<file path="config.mk">
export PLATFORM = sky130hd
export DESIGN_NAME = mem_access_stage_flat
export DESIGN_NICKNAME = d
export VERILOG_FILES = /design/src/rtl/mem_access_stage_if.sv /design/src/rtl/mem_access_stage.sv /design/src/flat_wrapper.sv
export SDC_FILE = /design/constraint.sdc
export NUM_CORES = 1
export LEC_CHECK = 0
export CORE_MARGIN = 5
export CORE_UTILIZATION = 46
export CTS_BUF_LIST = sky130_fd_sc_hd__clkbuf_16
export DETAILED_ROUTE_END_ITERATION = 7
export PLACE_DENSITY = 0.81
export RECOVER_POWER = 50
export SLEW_MARGIN = 25
export SYNTH_ARGS = -nofsm -noshare
export SYNTH_HDL_FRONTEND = slang
export SYNTH_SLANG_ARGS = --single-unit
</file>
<file path="constraint.sdc">
create_clock -name clk -period 3.15 [get_ports clk]
set_input_delay 0.63 -clock clk [delete_from_list [all_inputs] [get_ports clk]]
set_output_delay 0.63 -clock clk [all_outputs]
set_load 0.03 [all_outputs]
</file>
<file path="src/rtl/mem_access_stage_if.sv">
// Data-memory request/grant/response bus between the memory-access stage
// (master) and data memory (slave).
//   dmem_req/dmem_we/dmem_addr/dmem_wdata/dmem_be : request side, master -> slave
//   dmem_gnt                                      : request accepted, slave -> master
//   dmem_rvalid/dmem_rdata                        : load response, slave -> master
interface mem_access_stage_if;
  localparam int unsigned XLEN = 32;
  localparam int unsigned BE_W = XLEN / 8;

  logic            dmem_req;
  logic            dmem_we;
  logic [XLEN-1:0] dmem_addr;
  logic [XLEN-1:0] dmem_wdata;
  logic [BE_W-1:0] dmem_be;
  logic            dmem_gnt;
  logic            dmem_rvalid;
  logic [XLEN-1:0] dmem_rdata;

  modport master (
    output dmem_req, dmem_we, dmem_addr, dmem_wdata, dmem_be,
    input  dmem_gnt, dmem_rvalid, dmem_rdata
  );

  modport slave (
    input  dmem_req, dmem_we, dmem_addr, dmem_wdata, dmem_be,
    output dmem_gnt, dmem_rvalid, dmem_rdata
  );
endinterface

</file>
<file path="src/rtl/mem_access_stage.sv">
// Memory-access stage: turns the registered ALU result into a data-memory
// load/store (or passes it through), steers store lanes, extends load data and
// produces a registered writeback bundle. Stalls upstream while an access is
// outstanding; an access that exceeds TIMEOUT cycles retires with bus_err_out.
//   clk, n_rst          : clock, async active-low reset
//   valid_in .. flush_in: instruction from execute
//   stall_out           : combinational upstream hold
//   dmem                : data-memory bus (master side)
//   valid_out .. bus_err_out : registered writeback bundle
module mem_access_stage #(
  parameter int unsigned TIMEOUT = 255
) (
  input  logic              clk,
  input  logic              n_rst,
  input  logic              valid_in,
  input  logic              mem_read_in,
  input  logic              mem_write_in,
  input  logic [2:0]        funct3_in,
  input  logic [31:0]       addr_in,
  input  logic [31:0]       wdata_in,
  input  logic [4:0]        rd_in,
  input  logic              reg_write_in,
  input  logic              flush_in,
  output logic              stall_out,
  mem_access_stage_if.master dmem,
  output logic              valid_out,
  output logic [31:0]       result_out,
  output logic [4:0]        rd_out,
  output logic              reg_write_out,
  output logic              misalign_out,
  output logic              bus_err_out
);
  localparam int unsigned XLEN  = 32;
  localparam int unsigned CNT_W = 8;
  // Counter value of the last allowed cycle: the increment at this edge would reach TIMEOUT.
  localparam logic [CNT_W-1:0] CNT_LAST = CNT_W'(TIMEOUT - 1);

  typedef enum logic [1:0] {IDLE, REQ, WAIT} state_t;

  state_t            state_q, state_d;
  logic [CNT_W-1:0]  cnt_q, cnt_d;
  logic              is_store_q, is_store_d;
  logic [2:0]        f3_q, f3_d;
  logic [1:0]        off_q, off_d;
  logic [4:0]        rd_q, rd_d;
  logic              rw_q, rw_d;

  logic              valid_d, mis_d, berr_d, rw_out_d, req_d, we_d;
  logic [XLEN-1:0]   result_d, addr_d, wdata_d;
  logic [4:0]        rd_out_d;
  logic [3:0]        be_d;

  logic              is_mem, illegal, misaligned, tmo;
  logic [3:0]        st_be;
  logic [XLEN-1:0]   st_wdata, ld_data;

  // Load lane extraction and sign/zero extension.
  function automatic logic [XLEN-1:0] load_extract(input logic [2:0] f3, input logic [1:0] off,
                                                   input logic [XLEN-1:0] d);
    logic [7:0]  b;
    logic [15:0] h;
    case (off)
      2'd0:    b = d[7:0];
      2'd1:    b = d[15:8];
      2'd2:    b = d[23:16];
      default: b = d[31:24];
    endcase
    h = off[1] ? d[31:16] : d[15:0];
    case (f3)
      3'b000:  load_extract = {{24{b[7]}}, b};
      3'b001:  load_extract = {{16{h[15]}}, h};
      3'b100:  load_extract = {24'd0, b};
      3'b101:  load_extract = {16'd0, h};
      default: load_extract = d;
    endcase
  endfunction

  // Input classification; funct3[1:0] encodes the access width.
  assign is_mem     = mem_read_in | mem_write_in;
  assign illegal    = (funct3_in == 3'b011) || (funct3_in == 3'b110) || (funct3_in == 3'b111);
  assign misaligned = ((funct3_in[1:0] == 2'b01) && addr_in[0]) ||
                      ((funct3_in[1:0] == 2'b10) && (addr_in[1:0] != 2'b00));
  assign tmo        = (cnt_q == CNT_LAST);
  assign ld_data    = load_extract(f3_q, off_q, dmem.dmem_rdata);

  // Store byte-lane steering.
  always_comb begin
    case (funct3_in[1:0])
      2'b00: begin
        st_be    = 4'(4'b0001 << addr_in[1:0]);
        st_wdata = {4{wdata_in[7:0]}};
      end
      2'b01: begin
        st_be    = addr_in[1] ? 4'b1100 : 4'b0011;
        st_wdata = {2{wdata_in[15:0]}};
      end
      default: begin
        st_be    = 4'b1111;
        st_wdata = wdata_in;
      end
    endcase
  end

  // Next state, stall and next values of all registered outputs.
  always_comb begin
    state_d    = state_q;
    cnt_d      = cnt_q;
    is_store_d = is_store_q;
    f3_d       = f3_q;
    off_d      = off_q;
    rd_d       = rd_q;
    rw_d       = rw_q;
    valid_d    = 1'b0;
    mis_d      = 1'b0;
    berr_d     = 1'b0;
    rw_out_d   = 1'b0;
    result_d   = result_out;
    rd_out_d   = rd_out;
    req_d      = 1'b0;
    we_d       = 1'b0;
    addr_d     = dmem.dmem_addr;
    wdata_d    = dmem.dmem_wdata;
    be_d       = dmem.dmem_be;
    stall_out  = 1'b0;

    case (state_q)
      IDLE: begin
        if (valid_in && !flush_in) begin
          if (!is_mem) begin
            valid_d  = 1'b1;
            result_d = addr_in;
            rd_out_d = rd_in;
            rw_out_d = reg_write_in;
          end else if (illegal || misaligned) begin
            valid_d  = 1'b1;
            mis_d    = 1'b1;
            rd_out_d = rd_in;
          end else begin
            stall_out  = 1'b1;
            state_d    = REQ;
            cnt_d      = '0;
            is_store_d = mem_write_in;
            f3_d       = funct3_in;
            off_d      = addr_in[1:0];
            rd_d       = rd_in;
            rw_d       = reg_write_in;
            req_d      = 1'b1;
            we_d       = mem_write_in;
            addr_d     = {addr_in[31:2], 2'b00};
            be_d       = mem_write_in ? st_be : 4'b1111;
            wdata_d    = mem_write_in ? st_wdata : '0;
          end
        end
      end
      REQ: begin
        cnt_d = cnt_q + 8'd1;
        if (dmem.dmem_gnt && is_store_q) begin
          state_d  = IDLE;
          valid_d  = 1'b1;
          rd_out_d = rd_q;
        end else if (tmo) begin
          state_d  = IDLE;
          valid_d  = 1'b1;
          berr_d   = 1'b1;
          rd_out_d = rd_q;
        end else if (dmem.dmem_gnt) begin
          stall_out = 1'b1;
          state_d   = WAIT;
        end else begin
          stall_out = 1'b1;
          req_d     = 1'b1;
          we_d      = is_store_q;
        end
      end
      WAIT: begin
        cnt_d = cnt_q + 8'd1;
        if (dmem.dmem_rvalid) begin
          state_d  = IDLE;
          valid_d  = 1'b1;
          result_d = ld_data;
          rd_out_d = rd_q;
          rw_out_d = rw_q;
        end else if (tmo) begin
          state_d  = IDLE;
          valid_d  = 1'b1;
          berr_d   = 1'b1;
          rd_out_d = rd_q;
        end else begin
          stall_out = 1'b1;
        end
      end
      default: state_d = IDLE;
    endcase
  end

  // State, captured instruction and registered outputs.
  always_ff @(posedge clk or negedge n_rst) begin
    if (!n_rst) begin
      state_q         <= IDLE;
      cnt_q           <= '0;
      is_store_q      <= 1'b0;
      f3_q            <= '0;
      off_q           <= '0;
      rd_q            <= '0;
      rw_q            <= 1'b0;
      valid_out       <= 1'b0;
      result_out      <= '0;
      rd_out          <= '0;
      reg_write_out   <= 1'b0;
      misalign_out    <= 1'b0;
      bus_err_out     <= 1'b0;
      dmem.dmem_req   <= 1'b0;
      dmem.dmem_we    <= 1'b0;
      dmem.dmem_addr  <= '0;
      dmem.dmem_wdata <= '0;
      dmem.dmem_be    <= '0;
    end else begin
      state_q         <= state_d;
      cnt_q           <= cnt_d;
      is_store_q      <= is_store_d;
      f3_q            <= f3_d;
      off_q           <= off_d;
      rd_q            <= rd_d;
      rw_q            <= rw_d;
      valid_out       <= valid_d;
      result_out      <= result_d;
      rd_out          <= rd_out_d;
      reg_write_out   <= rw_out_d;
      misalign_out    <= mis_d;
      bus_err_out     <= berr_d;
      dmem.dmem_req   <= req_d;
      dmem.dmem_we    <= we_d;
      dmem.dmem_addr  <= addr_d;
      dmem.dmem_wdata <= wdata_d;
      dmem.dmem_be    <= be_d;
    end
  end
endmodule
</file>
<file path="src/flat_wrapper.sv">
// flat-port wrapper written by rule: the top's interface ports become plain ports
module mem_access_stage_flat 
#(
  parameter int unsigned TIMEOUT = 255
)
  (clk, n_rst, valid_in, mem_read_in, mem_write_in, funct3_in, addr_in, wdata_in, rd_in, reg_write_in, flush_in, stall_out, valid_out, result_out, rd_out, reg_write_out, misalign_out, bus_err_out, dmem_dmem_req, dmem_dmem_we, dmem_dmem_addr, dmem_dmem_wdata, dmem_dmem_be, dmem_dmem_gnt, dmem_dmem_rvalid, dmem_dmem_rdata);
  mem_access_stage_if dmem_i ();
  input  logic clk;
  input  logic n_rst;
  input  logic valid_in;
  input  logic mem_read_in;
  input  logic mem_write_in;
  input  logic [2:0] funct3_in;
  input  logic [31:0] addr_in;
  input  logic [31:0] wdata_in;
  input  logic [4:0] rd_in;
  input  logic reg_write_in;
  input  logic flush_in;
  output logic stall_out;
  output logic valid_out;
  output logic [31:0] result_out;
  output logic [4:0] rd_out;
  output logic reg_write_out;
  output logic misalign_out;
  output logic bus_err_out;
  output wire logic [$bits(dmem_i.dmem_req)-1:0] dmem_dmem_req;
  output wire logic [$bits(dmem_i.dmem_we)-1:0] dmem_dmem_we;
  output wire logic [$bits(dmem_i.dmem_addr)-1:0] dmem_dmem_addr;
  output wire logic [$bits(dmem_i.dmem_wdata)-1:0] dmem_dmem_wdata;
  output wire logic [$bits(dmem_i.dmem_be)-1:0] dmem_dmem_be;
  input wire logic [$bits(dmem_i.dmem_gnt)-1:0] dmem_dmem_gnt;
  input wire logic [$bits(dmem_i.dmem_rvalid)-1:0] dmem_dmem_rvalid;
  input wire logic [$bits(dmem_i.dmem_rdata)-1:0] dmem_dmem_rdata;
  assign dmem_dmem_req = dmem_i.dmem_req;
  assign dmem_dmem_we = dmem_i.dmem_we;
  assign dmem_dmem_addr = dmem_i.dmem_addr;
  assign dmem_dmem_wdata = dmem_i.dmem_wdata;
  assign dmem_dmem_be = dmem_i.dmem_be;
  assign dmem_i.dmem_gnt = dmem_dmem_gnt;
  assign dmem_i.dmem_rvalid = dmem_dmem_rvalid;
  assign dmem_i.dmem_rdata = dmem_dmem_rdata;
  mem_access_stage #(.TIMEOUT(TIMEOUT)) u_core (.clk(clk), .n_rst(n_rst), .valid_in(valid_in), .mem_read_in(mem_read_in), .mem_write_in(mem_write_in), .funct3_in(funct3_in), .addr_in(addr_in), .wdata_in(wdata_in), .rd_in(rd_in), .reg_write_in(reg_write_in), .flush_in(flush_in), .stall_out(stall_out), .dmem(dmem_i), .valid_out(valid_out), .result_out(result_out), .rd_out(rd_out), .reg_write_out(reg_write_out), .misalign_out(misalign_out), .bus_err_out(bus_err_out));
endmodule
</file>
==> reports/results.txt, run 1 <==
status = complete, but fails checks
violated checks = capacitance limit, slew limit
kind of critical path = in2out
post-synthesis mux area share = 0.137
Root Buffer = clkbuf_16
slowest CP cell = or4_4
multi-input logic area = 2980 sq um
vias per inst = 5.71
Total Neg Setup Slack = 0 ns
DR iter-0 viols = 461
Synth cell types = 52
Port Buf Inserts = 222
Synth Area in Compound Gates = 0.170
Final Hold Fails = 0
antenna viol nets, final = 0
placed cell area = 8920 sq um
Hold Path Origin = u_core.dmem.dmem_wdata[12]
RSZ-0062 raised after global routing = false
H-Tree Depth = 4
vias in the first global route = 6202
Worst setup EP type = primary output
post-synthesis simple-gate area fraction = 0.134
fin area = 9500 sq um
Post-synth EDFFs = 0
Resize count post-CTS = 0
Post-synth ARST share = 1.00
Worst EP arrival = 2.35 ns
Area Overhead vs Synth = 45.5%
clk sinks = 131
Die Y = 129 um
GR Overflow Total = 0
r2r endpoint = u_core.dmem.dmem_wdata[14]
Mapped Cells = 662
first-pass GRT wire length = 33800 um
Max Fclk = 0.336 GHz
DRC = 0
largest net degree at the start of global routing = 106
diode count = 0
Ports = 225
Vias = 6072
Die X-Extent = 129 um
CTS max path bufs = 2
Synth top area share = 0.502
Slew HR = -0.594
CP peak stage delay = 0.58 ns
sequential-to-total area share from yosys stat = 0.502
effective utilization at floorplan = 0.471
Yosys top cell by area = dfrtp_1
die area = 16700 sq um
Slew Limit Fails = 106
CP Max Fanout = 3
CTS Hold Bufs = 0
Max-cap violations = 1
R2R setup slack = 0.72 ns
Synth Area in Adders = 0.0115
setup bufs post-CTS = 0
Tightest Pin Transition = 2.39 ns
main area contributors after synthesis = dfrtp_1 50%, nand2_1 6.6%, mux2i_1 5.2%
routed len/inst = 20.0 um
period utilisation layout = 0.945
combinational family with the most area after synthesis = compound AO/OA/AOI/OAI gates
Register Area = 3280 sq um
Post-synth top cells = 131 x dfrtp_1, 115 x nand2_1, 67 x o21ai_0
worst skew pair latency = 0.42 ns
Filler cells = 1044
Worst Hold Path Cells = 2
HPWL after DPL = 15700 um
worst-case vdd ir drop = 0.000577 V
worst path required time = 2.52 ns
Core Area = 13900 sq um
Power Density = 1030 nW/um^2
warnings from Yosys = 0
R2R Path Start = u_core.state_q[0]
# nets final = 992
Mean Syn Cell Area = 9.87 sq um
setup violators final = 0
Worst Hold End = u_core.dmem.dmem_wdata[12]
mapped cell area = 6530 sq um
Synth Area in XOR/XNOR = 0
Setup Skew = 0.00561 ns
share of cells above drive strength 1 = 0.0962
row count = 43
1st-pass router iterations = 5
clock period minus worst slack = 2.98 ns
R2R cell count = 8
initial antenna violation count = 0
GRT Total Usage = 0.260
clk slew on worst S/H paths = 0.06 ns
Worst Hold Class = reg2reg
Pleak = 4.22 nW
FF+latch count, synth = 131
Top FF cell, synth = dfrtp_1
most frequent cell after synthesis = dfrtp_1
WL final = 21300 um
Startpoint Class = input port
Critical Path, Cell by Cell = clkdlybuf4s50_1, or4_4, a21oi_4, nand2_4, a21oi_1, buf_4
Num CTS Buffers = 17
final RePlAce weighted congestion = 0.874
TritonCTS clock tree = built
==> layout make-up <==
cell class                 instances  area share
inverter                          24     0.00948
clock buffer                      17      0.0448
multi-input combinational        461       0.314
tap                              180      0.0237
timing repair buffer             238       0.246
clock inverter                    13      0.0178
sequential                       131       0.345
==> how the worst max path moves through the flow <==
stage / startpoint / endpoint / slack, ns / depth (start not counted)
finish: addr_in[1] / stall_out / 0.17 / 6
CTS: addr_in[1] / stall_out / 0.16 / 6
detailed placement: addr_in[1] / stall_out / 0.17 / 6
global route: addr_in[1] / stall_out / 0.12 / 6
floorplan: funct3_in[0] / stall_out / 0.16 / 6
global placement: addr_in[1] / stall_out / 0.16 / 6
==> cell usage in the layout (no fill, tap or decap), types with 3 or more instances in the layout <==
cell             netlist  routed
a211oi_1               6       6
a21oi_1               28      28
a221o_1                7       7
a22o_1                14      14
and2_1                 7       7
buf_4                  3      12
bufinv_16              0       4
clkbuf_16              0      17
clkdlybuf4s50_1        0     171
clkinv_2               0       3
clkinvlp_4             0       3
dfrtp_1              131     131
dlygate4sd3_1          0      49
ha_1                   6       5
inv_1                 24      25
mux2_1                20      20
mux2_2                27      27
mux2i_1               34      34
nand2_1              115     115
nand2b_1               5       5
nand3_1                7       7
nor2_1                20      20
nor2b_1               14      14
nor3_1                10      10
o21ai_0               67      67
o21ai_1                9       9
o221ai_1               7       7
o22ai_1               23      23
or2_2                  5       5
==> through the flow <==
stage                     hold slack (ns)  power [mW]  worst slack, ns   util  instances
after global routing                0.489        10.4            0.121  0.685       1064
after CTS                           0.384        9.97            0.156  0.686       1064
final                               0.470        9.81            0.173  0.685       1064
after floorplan                     0.334        5.82            0.157      -        663
after detailed placement            0.471        7.92            0.171  0.643       1034
after global placement              0.461        7.73            0.162  0.643       1034
==> worst max-delay path, delay by kind of cell <==
kind / cells / cell delay (ns)
and+or+nand+nor: 2 / 0.66
buffers and inverters: 2 / 0.67
AOI/OAI and AO/OA: 2 / 0.39
==> per-layer routing <==
layer  share of wire  routed length [um]  up-vias  GRT usage
li1                -                   -     2753          -
met1            0.38                8170     2958      0.322
met2            0.48               10300      320      0.432
met3            0.11                2350       41     0.0841
met4           0.023                 480        0     0.0883
met5               0                   0        -          0
==> sequential cells by signal, summed over array words and instances (netlist names) <==
name,cells
u_core.bus_err_out,1
u_core.cnt_q,8
u_core.dmem.dmem_addr,30
u_core.dmem.dmem_be,4
u_core.dmem.dmem_req,1
u_core.dmem.dmem_wdata,32
u_core.dmem.dmem_we,1
u_core.f3_q,3
u_core.is_store_q,1
u_core.misalign_out,1
u_core.off_q,2
u_core.rd_out,5
u_core.rd_q,5
u_core.reg_write_out,1
u_core.result_out,32
u_core.rw_q,1
u_core.state_q,2
u_core.valid_out,1
==> report_power, final <==
| group | internal [mW] | switching, mW |
|---|---|---|
| combinational | 1.96 | 2.90 |
| sequential | 2.44 | 0.483 |
| clock | 1.30 | 0.724 |
==> logic make-up after synthesis <==
family / Yosys count
mux: 82
fa+ha+maj: 6
other cells: 1
buf+inv: 71
flops: 131
simple gates: 194
compound gates: 177
Note: power is estimated with default switching activity, not from simulation.
==> inputs of run 2 (changes only) <==
--- a/config.mk
+++ b/config.mk
@@ -11,7 +11,7 @@
 export DETAILED_ROUTE_END_ITERATION = 7
 export PLACE_DENSITY = 0.81
 export RECOVER_POWER = 50
-export SLEW_MARGIN = 25
+export SLEW_MARGIN = 20
 export SYNTH_ARGS = -nofsm -noshare
 export SYNTH_HDL_FRONTEND = slang
 export SYNTH_SLANG_ARGS = --single-unit
==> reports/results.txt, run 2 (synthesis gave the netlist of run 1 again) <==
Startpoint Class = input port (unchanged)
Area Overhead vs Synth = 45.4% (was 45.5%)
metal3 WL = 2200 um (was 2350 um)
Worst EP arrival = 2.34 ns (was 2.35 ns)
setup violators final = 0 (unchanged)
most common cell after layout, fill and taps aside = clkdlybuf4s50_1 (unchanged)
Slew Limit Fails = 106 (unchanged)
routed len/inst = 20.0 um (about the same)
diode count = 0 (unchanged)
Pleak = 4.21 nW (was 4.22 nW)
antenna viol nets, final = 0 (unchanged)
R2R Path Start = u_core.state_q[0] (unchanged)
Die X-Extent = 129 um (unchanged)
CP Max Fanout = 3 (unchanged)
Hold Path Origin = u_core.dmem.dmem_wdata[12] (unchanged)
Vias = 6024 (was 6072)
hold_ws = 0.470 ns (about the same)
Root Buffer = clkbuf_16 (unchanged)
HPWL after DPL = 15700 um (unchanged)
WL final = 21200 um (was 21300 um)
Num CTS Buffers = 17 (unchanged)
violated checks = capacitance limit, slew limit (unchanged)
initial antenna violation count = 0 (unchanged)
share of cells above drive strength 1 = 0.0962 (unchanged)
clk sinks = 131 (unchanged)
Port Buf Inserts = 222 (unchanged)
Worst Hold Path Cells = 2 (unchanged)
largest net degree at the start of global routing = 106 (unchanged)
setup bufs post-CTS = 0 (unchanged)
Max-cap violations = 1 (unchanged)
vias in the first global route = 6202 (unchanged)
Ports = 225 (unchanged)
row count = 43 (unchanged)
final RePlAce weighted congestion = 0.874 (unchanged)
Max Used Layer = met4 (unchanged)
DRC = 0 (unchanged)
clock period minus worst slack = 2.97 ns (was 2.98 ns)
R2R cell count = 8 (unchanged)
kind of critical path = in2out (unchanged)
Tightest Pin Transition = 2.40 ns (was 2.39 ns)
CTS Hold Bufs = 0 (unchanged)
Slew HR = -0.600 (was -0.594)
Resize count post-CTS = 0 (unchanged)
CTS max path bufs = 2 (unchanged)
clk slew on worst S/H paths = 0.06 ns (about the same)
r2r endpoint = u_core.dmem.dmem_wdata[14] (unchanged)
1st-pass router iterations = 5 (unchanged)
TritonCTS clock tree = built (unchanged)
fin util = 0.684 (was 0.685)
status = complete, but fails checks (unchanged)
vias per inst = 5.66 (was 5.71)
Max Fclk = 0.337 GHz (was 0.336 GHz)
Final Hold Fails = 0 (unchanged)
effective utilization at floorplan = 0.471 (unchanged)
R2R setup slack = 0.72 ns (about the same)
top flop regs = u_core.dmem.dmem_wdata (32), u_core.result_out (32), u_core.dmem.dmem_addr (30) (unchanged)
commonest non-fill, non-tap cells in the layout = 171 x clkdlybuf4s50_1, 131 x dfrtp_1, 115 x nand2_1 (unchanged)
worst path required time = 2.52 ns (about the same)
Total Neg Setup Slack = 0 ns (unchanged)
first-pass GRT wire length = 33800 um (unchanged)
die area = 16700 sq um (unchanged)
# nets final = 992 (unchanged)
Die Y = 129 um (unchanged)
GRT Total Usage = 0.260 (unchanged)
worst-case vdd ir drop = 0.000577 V (about the same)
GR Overflow Total = 0 (unchanged)
DR WL met2 = 10200 um (was 10300 um)
Worst Hold Class = reg2reg (unchanged)
H-Tree Depth = 4 (unchanged)
period utilisation layout = 0.941 (was 0.945)
Worst setup EP type = primary output (unchanged)
Core Area = 13900 sq um (unchanged)
worst skew pair latency = 0.41 ns (was 0.42 ns)
Worst Hold End = u_core.dmem.dmem_wdata[12] (unchanged)
RSZ-0062 raised after global routing = false (unchanged)
DR iter-0 viols = 507 (was 461)
Power Density = 1030 nW/um^2 (about the same)
Setup Skew = 0.00519 ns (was 0.00561 ns)
wl on met1 = 8320 um (was 8170 um)
## run 2: cell types whose count changed in the layout (fill, tap and decap cells not counted)
| cell | previous run | this run |
|---|---|---|
| nor3_4 | 1 | 0 |
| nor3_2 | 0 | 1 |
## run 2: stage by stage
stage / cell area [sq um] / cells / total power [mW] / worst slack [ns]
finish: 9500 / 1064 / 9.79 / 0.185
CTS: 9520 / 1064 / 9.97 / 0.156
global route: 9500 / 1064 / 10.3 / 0.121
floorplan: 6540 / 663 / 5.82 / 0.157
global placement: 8920 / 1034 / 7.73 / 0.162
detailed placement: 8920 / 1034 / 7.92 / 0.171
## run 2: worst max path at each step
stage / end / slack, ns / start
6_report: stall_out / 0.18 / addr_in[1]
5_1_grt: stall_out / 0.12 / addr_in[1]
4_1_cts: stall_out / 0.16 / addr_in[1]
3_5_place_dp: stall_out / 0.17 / addr_in[1]
3_3_place_gp: stall_out / 0.16 / addr_in[1]
2_1_floorplan: stall_out / 0.16 / funct3_in[0]
## run 2: layout make-up
type	instances	area (sq um)
Multi-Input combinational cell	461	2970
Inverter	24	90.1
Fill cell	1042	4380
Clock inverter	13	169
Tap cell	180	225
Timing Repair Buffer	238	2330
Clock buffer	17	425
Sequential cell	131	3280
## run 2: power by group
group          internal [mW]  switching (mW)
Clock                   1.30           0.724
Combinational           1.96            2.89
Sequential              2.44           0.477
## run 2: critical path, cell delays in order
cell and delay [ns]:
clkdlybuf4s50_1 0.47, or4_4 0.58, a21oi_4 0.19, nand2_4 0.08, a21oi_1 0.19, buf_4 0.19
## run 2: layer usage
layer  GRT usage  vias to the layer above
met5           0                        -
met4      0.0883                        0
met2       0.432                      298
li1            -                     2756
met1       0.322                     2931
met3      0.0841                       39
==> inputs of run 3 (changes only) <==
--- a/config.mk
+++ b/config.mk
@@ -9,8 +9,9 @@
 export CORE_UTILIZATION = 46
 export CTS_BUF_LIST = sky130_fd_sc_hd__clkbuf_16
 export DETAILED_ROUTE_END_ITERATION = 7
+export HOLD_SLACK_MARGIN = 0.1
 export PLACE_DENSITY = 0.81
-export RECOVER_POWER = 50
+export RECOVER_POWER = 25
 export SLEW_MARGIN = 20
 export SYNTH_ARGS = -nofsm -noshare
 export SYNTH_HDL_FRONTEND = slang
==> reports/results.txt, run 3 (synthesis gave the netlist of run 1 again) <==
Num CTS Buffers = 17 (unchanged)
Cells after DPL = 1034 (unchanged)
Sw Share = 0.415 (was 0.418)
setup violators final = 0 (unchanged)
Internal = 5.80 mW (was 5.69 mW)
Root Buffer = clkbuf_16 (unchanged)
Worst Hold Class = reg2reg (unchanged)
Worst EP arrival = 2.33 ns (was 2.34 ns)
CP peak stage delay = 0.58 ns (about the same)
worst skew pair latency = 0.41 ns (about the same)
# nets final = 992 (unchanged)
clk sinks = 131 (unchanged)
status = complete, but fails checks (unchanged)
Core Area = 13900 sq um (unchanged)
Worst setup EP type = primary output (unchanged)
worst path required time = 2.52 ns (about the same)
CTS max path bufs = 2 (unchanged)
diode count = 0 (unchanged)
Area Overhead vs Synth = 45.6% (was 45.4%)
Max-cap violations = 1 (unchanged)
final std cells w/o fill = 1064 (unchanged)
H-Tree Depth = 4 (unchanged)
Port Buf Inserts = 222 (unchanged)
sequential share of power = 0.295 (was 0.298)
first-pass GRT wire length = 33800 um (unchanged)
effective utilization at floorplan = 0.471 (unchanged)
Resize count post-CTS = 0 (unchanged)
DR iter-0 viols = 501 (was 507)
Die X-Extent = 129 um (unchanged)
Critical Path, Cell by Cell = clkdlybuf4s50_1, or4_4, a21oi_4, nand2_4, a21oi_1, buf_4 (unchanged)
TritonCTS clock tree = built (unchanged)
Slew HR = -0.584 (was -0.600)
setup slack after layout = 0.188 ns (was 0.185 ns)
clk slew on worst S/H paths = 0.06 ns (about the same)
CP Max Fanout = 3 (unchanged)
slowest CP cell = or4_4 (unchanged)
Clock power frac = 0.204 (was 0.207)
vias in the first global route = 6202 (unchanged)
placed cell area = 8920 sq um (unchanged)
Logic pwr share = 0.500 (was 0.495)
WL final = 21300 um (was 21200 um)
Startpoint Class = input port (unchanged)
Place WS = 0.171 ns (unchanged)
HPWL after DPL = 15700 um (unchanged)
violated checks = capacitance limit, slew limit (unchanged)
vias per inst = 5.73 (was 5.66)
Total Power = 9.92 mW (was 9.79 mW)
Register Area = 3280 sq um (unchanged)
CTS Hold Bufs = 0 (unchanged)
commonest non-fill, non-tap cells in the layout = 220 x clkdlybuf4s50_1, 131 x dfrtp_1, 115 x nand2_1 (was 171 x clkdlybuf4s50_1, 131 x dfrtp_1, 115 x nand2_1)
row count = 43 (unchanged)
Vias = 6101 (was 6024)
Setup Skew = 0.00517 ns (was 0.00519 ns)
sw power = 4.12 mW (was 4.10 mW)
1st-pass router iterations = 5 (unchanged)
Pleak = 4.16 nW (was 4.21 nW)
Ports = 225 (unchanged)
setup bufs post-CTS = 0 (unchanged)
largest net degree at the start of global routing = 106 (unchanged)
worst-case vdd ir drop = 0.000577 V (about the same)
clock period minus worst slack = 2.96 ns (was 2.97 ns)
DRC = 0 (unchanged)
initial antenna violation count = 0 (unchanged)
fin util = 0.685 (was 0.684)
die area = 16700 sq um (unchanged)
routed len/inst = 20.0 um (about the same)
most common cell after layout, fill and taps aside = clkdlybuf4s50_1 (unchanged)
Max Fclk = 0.338 GHz (was 0.337 GHz)
Final Hold Fails = 0 (unchanged)
Total Neg Setup Slack = 0 ns (unchanged)
Filler cells = 1036 (was 1042)
final RePlAce weighted congestion = 0.874 (unchanged)
share of cells above drive strength 1 = 0.0984 (was 0.0962)
GR Overflow Total = 0 (unchanged)
Die Y = 129 um (unchanged)
antenna viol nets, final = 0 (unchanged)
hold_ws = 0.478 ns (was 0.470 ns)
top flop regs = u_core.dmem.dmem_wdata (32), u_core.result_out (32), u_core.dmem.dmem_addr (30) (unchanged)
Power Density = 1040 nW/um^2 (was 1030 nW/um^2)
Tightest Pin Transition = 2.38 ns (was 2.40 ns)
period utilisation layout = 0.940 (was 0.941)
fin area = 9510 sq um (was 9500 sq um)
multi-input logic area = 2970 sq um (unchanged)
GRT Total Usage = 0.260 (unchanged)
RSZ-0062 raised after global routing = false (unchanged)
kind of critical path = in2out (unchanged)
Slew Limit Fails = 106 (unchanged)
## run 3: cell types whose count changed in the layout (fill, tap and decap cells not counted)
cell,previous run,this run
clkdlybuf4s50_1,171,220
buf_4,12,16
clkbuf_1,2,0
dlygate4sd3_1,49,0
clkbuf_2,2,0
## run 3: metal layers
| layer | global-route usage | vias to the layer above | wire, um |
|---|---|---|---|
| li1 | - | 2752 | - |
| met2 | 0.432 | 328 | 10300 |
| met1 | 0.322 | 2981 | 8290 |
| met4 | 0.0883 | 0 | 481 |
| met3 | 0.0841 | 40 | 2260 |
| met5 | 0 | - | 0 |
## run 3: cell type report
class / count / area share
clock inverter: 13 / 0.0178
timing repair buffer: 238 / 0.247
clock buffer: 17 / 0.0447
multi-input combinational: 461 / 0.313
sequential: 131 / 0.345
inverter: 24 / 0.00947
tap: 180 / 0.0237
## run 3: final timing paths
check,to,start,slack (ns),depth (start not counted)
min in group asynchronous,u_core.dmem.dmem_addr[18],n_rst,0.94,1
max in group asynchronous,u_core.dmem.dmem_wdata[31],n_rst,0.80,1
max,stall_out,addr_in[1],0.19,6
max reg2reg,u_core.result_out[27],u_core.off_q[1],0.80,6
min reg2reg,u_core.dmem.dmem_wdata[12],u_core.dmem.dmem_wdata[12],0.48,2
min,u_core.dmem.dmem_wdata[12],u_core.dmem.dmem_wdata[12],0.48,2
## run 3: critical path: cells and delay by family
family,cells,cell delay (ns)
compound gates,2,0.38
buf+inv,2,0.66
simple gates,2,0.66
## run 3: power by group through the flow
| stage | logic (mW) | registers (mW) | clock network, mW |
|---|---|---|---|
| 6_report | 4.96 | 2.93 | 2.02 |
| 5_1_grt | 5.31 | 3.03 | 2.13 |
| 4_1_cts | 4.99 | 2.93 | 2.05 |
| 3_5_place_dp | 4.97 | 2.95 | 0 |
| 3_3_place_gp | 4.83 | 2.90 | 0 |
| 2_1_floorplan | 1.69 | 4.13 | 0 |
